### src/rtl/spm_arbiter.sv
// Two-port arbiter for the single-port scratchpad.
// Port 0 (CPU data) has fixed priority. Port 1 (DMA/loader) is forced to win
// after STARVE_LIMIT consecutive denied cycles.
module spm_arbiter #(
    parameter int unsigned ADDR_W       = 32,
    parameter int unsigned SPM_AW       = 12,
    parameter int unsigned STARVE_LIMIT = 4
) (
    input  logic              clk,
    input  logic              rst_n,
    input  logic              p0_req,
    input  logic              p0_we,
    input  logic [ADDR_W-1:0] p0_addr,
    input  logic [31:0]       p0_wdata,
    input  logic [3:0]        p0_byteena,
    output logic              p0_gnt,
    output logic              p0_rvalid,
    input  logic              p1_req,
    input  logic              p1_we,
    input  logic [ADDR_W-1:0] p1_addr,
    input  logic [31:0]       p1_wdata,
    input  logic [3:0]        p1_byteena,
    output logic              p1_gnt,
    output logic              p1_rvalid,
    output logic [31:0]       rdata,
    output logic              cpu_stall,
    output logic              spm_en,
    output logic              spm_we,
    output logic [SPM_AW-1:0] spm_addr,
    output logic [31:0]       spm_wdata,
    output logic [3:0]        spm_byteena,
    input  logic [31:0]       spm_rd_data,
    output logic [15:0]       conflict_cnt
);

    typedef enum logic [1:0] {
        OwnNone = 2'd0,
        OwnP0   = 2'd1,
        OwnP1   = 2'd2
    } owner_e;

    localparam logic [3:0] StarveLimit = 4'(STARVE_LIMIT);

    logic [3:0]  wait_cnt_q, wait_cnt_d;
    owner_e      rd_owner_q, rd_owner_d;
    logic [15:0] conflict_cnt_q, conflict_cnt_d;
    logic        force1;

    // Byte offset and out-of-range upper bits are deliberately ignored.
    logic unused_addr;
    assign unused_addr = ^{p0_addr[1:0], p0_addr[ADDR_W-1:SPM_AW+2],
                           p1_addr[1:0], p1_addr[ADDR_W-1:SPM_AW+2]};

    assign force1    = (wait_cnt_q == StarveLimit);
    assign p0_gnt    = p0_req && !(force1 && p1_req);
    assign p1_gnt    = p1_req && (!p0_req || force1);
    assign cpu_stall = p0_req && !p0_gnt;

    assign p0_rvalid    = (rd_owner_q == OwnP0);
    assign p1_rvalid    = (rd_owner_q == OwnP1);
    assign rdata        = spm_rd_data;
    assign conflict_cnt = conflict_cnt_q;

    // Route the granted port onto the SPM; reads always enable all bytes.
    always_comb begin
        spm_en      = p0_gnt | p1_gnt;
        spm_we      = 1'b0;
        spm_addr    = '0;
        spm_wdata   = '0;
        spm_byteena = '0;
        if (p0_gnt) begin
            spm_we      = p0_we;
            spm_addr    = p0_addr[SPM_AW+1:2];
            spm_wdata   = p0_wdata;
            spm_byteena = p0_we ? p0_byteena : 4'b1111;
        end else if (p1_gnt) begin
            spm_we      = p1_we;
            spm_addr    = p1_addr[SPM_AW+1:2];
            spm_wdata   = p1_wdata;
            spm_byteena = p1_we ? p1_byteena : 4'b1111;
        end
    end

    // Next-state: starvation counter, read-return owner, conflict counter.
    always_comb begin
        wait_cnt_d     = wait_cnt_q;
        rd_owner_d     = OwnNone;
        conflict_cnt_d = conflict_cnt_q;

        if (p1_gnt || !p1_req) begin
            wait_cnt_d = 4'd0;
        end else if (wait_cnt_q != StarveLimit) begin
            wait_cnt_d = wait_cnt_q + 4'd1;
        end

        if (p0_gnt && !p0_we) begin
            rd_owner_d = OwnP0;
        end else if (p1_gnt && !p1_we) begin
            rd_owner_d = OwnP1;
        end

        if (p0_req && p1_req && (conflict_cnt_q != 16'hFFFF)) begin
            conflict_cnt_d = conflict_cnt_q + 16'd1;
        end
    end

    // State registers; reset drops any pending read return.
    always_ff @(posedge clk or negedge rst_n) begin
        if (!rst_n) begin
            wait_cnt_q     <= 4'd0;
            rd_owner_q     <= OwnNone;
            conflict_cnt_q <= 16'd0;
        end else begin
            wait_cnt_q     <= wait_cnt_d;
            rd_owner_q     <= rd_owner_d;
            conflict_cnt_q <= conflict_cnt_d;
        end
    end

endmodule
### config.mk
export PLATFORM = sky130hd
export DESIGN_NAME = spm_arbiter
export DESIGN_NICKNAME = d
export VERILOG_FILES = /design/src/rtl/spm_arbiter.sv
export SDC_FILE = /design/constraint.sdc
export NUM_CORES = 1
export LEC_CHECK = 0
export BUFFER_PORTS_ARGS = -buffer_cell sky130_fd_sc_hd__buf_2
export CAP_MARGIN = 20
export CORE_AREA = 2 2 109 111
export CTS_CLUSTER_SIZE = 24
export DETAILED_ROUTE_END_ITERATION = 16
export DIE_AREA = 0 0 111 113
export SYNTH_ARGS = -nofsm -noshare
export SYNTH_HDL_FRONTEND = slang
export SYNTH_SLANG_ARGS = --single-unit
### constraint.sdc
create_clock -name clk -period 2 [get_ports clk]
set_input_delay 0.4 -clock clk [delete_from_list [all_inputs] [get_ports clk]]
set_output_delay 0.4 -clock clk [all_outputs]
set_load 0.02 [all_outputs]
==> flow_summary_export.csv <==
group,metric,value,unit
routing,first_iter_violations,48,
sta,rsz0062_at_grt,"yes",
power_and_ir_drop,p_per_area,558,mW/mm^2
routing,via_per_inst,4.32,
worst_setup_path,r2r_setup_slack,0.27,ns
clocking,tritoncts,"built",
clocking,clock_latency,0.25,ns
routing,drt-wirelength-per-cell,16.5,um
synthesis,avgSynthCellArea,8.96,um^2
synthesis,yosys_warnings,0,
worst_setup_path,path_class,"flip-flop to output port",
routing,wl,8.31,mm
routing,vias,2173,
synthesis,seq_area_frac_synth,0.300,
placed_design,dpl_cell_area,0.00272,mm^2
grt,grt_pass1_wl,11.6,mm
clocking,cts_buffer_depth,2,
worst_setup_path,crit_chain,"inv_1, ha_2, nand3b_1, o21ai_2, inv_4, buf_16, a22o_4, buf_6",
synthesis,netlist_instances,205,
worst_setup_path,cp.depth,8,
synthesis,yosys-top-cells-area,"dfrtp_1, a22o_1, buf_4",
worst_setup_path,critPathRequiredTime,1.60,ns
placed_design,numPortBuffers,172,
placed_design,gp_congestion,0.797,
grt,grt_pass1_vias,2118,
worst_setup_path,timing.rr.start,"conflict_cnt[0]",
clocking,cts_buffers,3,
sta,setup_violations,51,
synthesis,synth_nets,382,
synthesis,synth_common_cells,"a22o_1, buf_4, dfrtp_1",
run_status,outcome,"complete, but fails checks",
placed_design,hpwl,6.52,mm
worst_setup_path,crit_fanout,25,
run_status,violations,"setup timing",
worst_setup_path,crit_path_start_kind,"flip-flop",
synthesis,synth.distinct_cells,30,
sta,slew_headroom,0.671,
routing,drc,0,
clocking,cts_root_buf,"clkbuf_16",
floorplanning,ioPinCount,277,
cells_and_area,syn2layout_area_growth,81.6,%
sta,hold_viol,0,
worst_setup_path,endpoint,"spm_addr[6]",
cells_and_area,nets,537,
floorplanning,start_util,0.163,
grt,overflow,0,
worst_setup_path,crit_slowest_cell,"dfrtp_1",
floorplanning,die_area,0.0125,mm^2
min_path,min_path_type,"input port to asynchronous set/reset pin",
worst_setup_path,reg2reg_depth,5,
synthesis,synth-edff-count,0,
sta,tightest_slew,0.494,ns
synthesis,yosysTopAreaCell,"dfrtp_1",
clocking,cts_sinks,22,
sta,final.setup.worst_slack,-0.231,ns
worst_setup_path,slowest_delay,0.38,ns
worst_setup_path,cp_top_family,"compound AO/OA/AOI/OAI gates",
floorplanning,coreArea,0.0113,mm^2
grt,antenna_found_initial,2,
synthesis,ys.flop_type,"dfrtp_1",
cells_and_area,design_area,0.00334,mm^2
power_and_ir_drop,p_total,1860,uW
routing,first_pass_iters,4,
sta,maxSlewViolCount,0,
grt,grt_use_total,0.117,
sta,finalCritPeriodShare,1.12,
worst_setup_path,worstSetupEndpointType,"output port",
power_and_ir_drop,leakage,0.00171,uW
clocking,cts_hold_buffers,0,
grt,grt_max_degree,29,
routing,ant_nets,0,
synthesis,syn-cell-area,0.00184,mm^2
synthesis,synth_most_common_cell,"a22o_1",
clocking,clk_pin_slew,0.06,ns
synthesis,synth_seq_cells,22,
worst_setup_path,critical_path_buf_inv_count,4,
worst_setup_path,worstPathArrival,1.83,ns
power_and_ir_drop,ir_drop,346,uV
cells_and_area,drive_above_1_share,0.603,
sta,finClkSkew,0.00341,ns
synthesis,synthArstFlopShare,1.00,
job,max-cap-violations,0,
floorplanning,num_rows,39,
synthesis,synth_top_area_frac,0.300,
clocking,cts_htree_levels,1,
worst_setup_path,crit_start,"wait_cnt_q[0]",
worst_setup_path,r2r-end,"conflict_cnt[10]",
sta,fmaxAchievable,448,MHz
sta,min_period,2.23,ns
floorplanning,die_w,111,um
floorplanning,dieHeight,113,um
-- per-stage QoR --
| stage | hold WS [ns] | setup WS [ns] | std cells | TNS [ns] | utilization |
|---|---|---|---|---|---|
| floorplan | 0.104 | 0.0136 | 205 | 0 | - |
| global placement | 0.381 | -0.00417 | 489 | -0.00503 | 0.241 |
| detailed placement | 0.398 | 0.00511 | 489 | 0 | 0.241 |
| CTS | 0.126 | -0.240 | 496 | -9.88 | 0.281 |
| global route | 0.154 | -0.319 | 501 | -14.65 | 0.295 |
| finish | 0.104 | -0.231 | 503 | -9.73 | 0.296 |
-- sequential cells by signal, indices dropped and copies added (netlist names) --
name and count:
rd_owner_q 2, wait_cnt_q 4, conflict_cnt 16
-- worst min path at each step --
stage                from         endpoint  slack, ns  cells past startpoint
floorplan           rst_n  conflict_cnt[0]       0.10                      0
global placement    rst_n  conflict_cnt[7]       0.38                      1
detailed placement  rst_n  conflict_cnt[5]       0.40                      1
CTS                 rst_n  conflict_cnt[5]       0.13                      1
global route        rst_n  conflict_cnt[4]       0.15                      1
finish              rst_n  conflict_cnt[5]       0.10                      1
-- metal layers --
| metal | track usage | part of all wire | up-vias |
|---|---|---|---|
| li1 | - | - | 1027 |
| met1 | 0.132 | 0.40 | 994 |
| met2 | 0.211 | 0.50 | 148 |
| met3 | 0.0439 | 0.097 | 4 |
| met4 | 0.0233 | 0.0073 | 0 |
| met5 | 0 | 0 | - |
-- layout make-up --
| type | count | area [um^2] |
|---|---|---|
| fill | 1162 | 7940 |
| timing repair buffer | 192 | 1420 |
| multi-input combinational | 133 | 1060 |
| sequential | 22 | 551 |
| tap | 143 | 179 |
| clock buffer | 3 | 75.1 |
| inverter | 8 | 45.0 |
| antenna | 2 | 5.00 |
-- cells in the final DEF (no fill, tap or decap), types with 6 or more instances in the layout --
master	n
nand3_1	13
a22o_1	39
inv_1	6
nand2_1	9
buf_4	20
dfrtp_1	22
buf_6	45
buf_2	120
clkbuf_16	6
nor2_1	9
xnor2_1	14
-- power by group --
part / internal, uW / leakage (uW) / switching (uW) / total [uW]
registers: 504 / 0.000295 / 79.6 / 584
clock network: 264 / 0.0000370 / 153 / 417
logic: 413 / 0.00138 / 449 / 862
total: 1180 / 0.00171 / 681 / 1860
-- kinds of logic (layout without fill, tap and decap cells) --
group	after synthesis	in the layout	share of synthesized area
flops	22	22	0.300
compound gates	56	56	0.255
fa+ha+maj	3	3	0.0204
buf+inv	50	203	0.170
simple gates	56	56	0.168
mux	1	1	0.00613
other cells	0	2	0
xor+xnor	17	17	0.0811
-- what timing repair did --
item	CTS	global route
pin swaps	2	6
buffers inserted	3	2
setup endpoints to repair	50	52
gates resized for setup	104	16
gates cloned	1	4
Power figures use the tool's default switching activity.
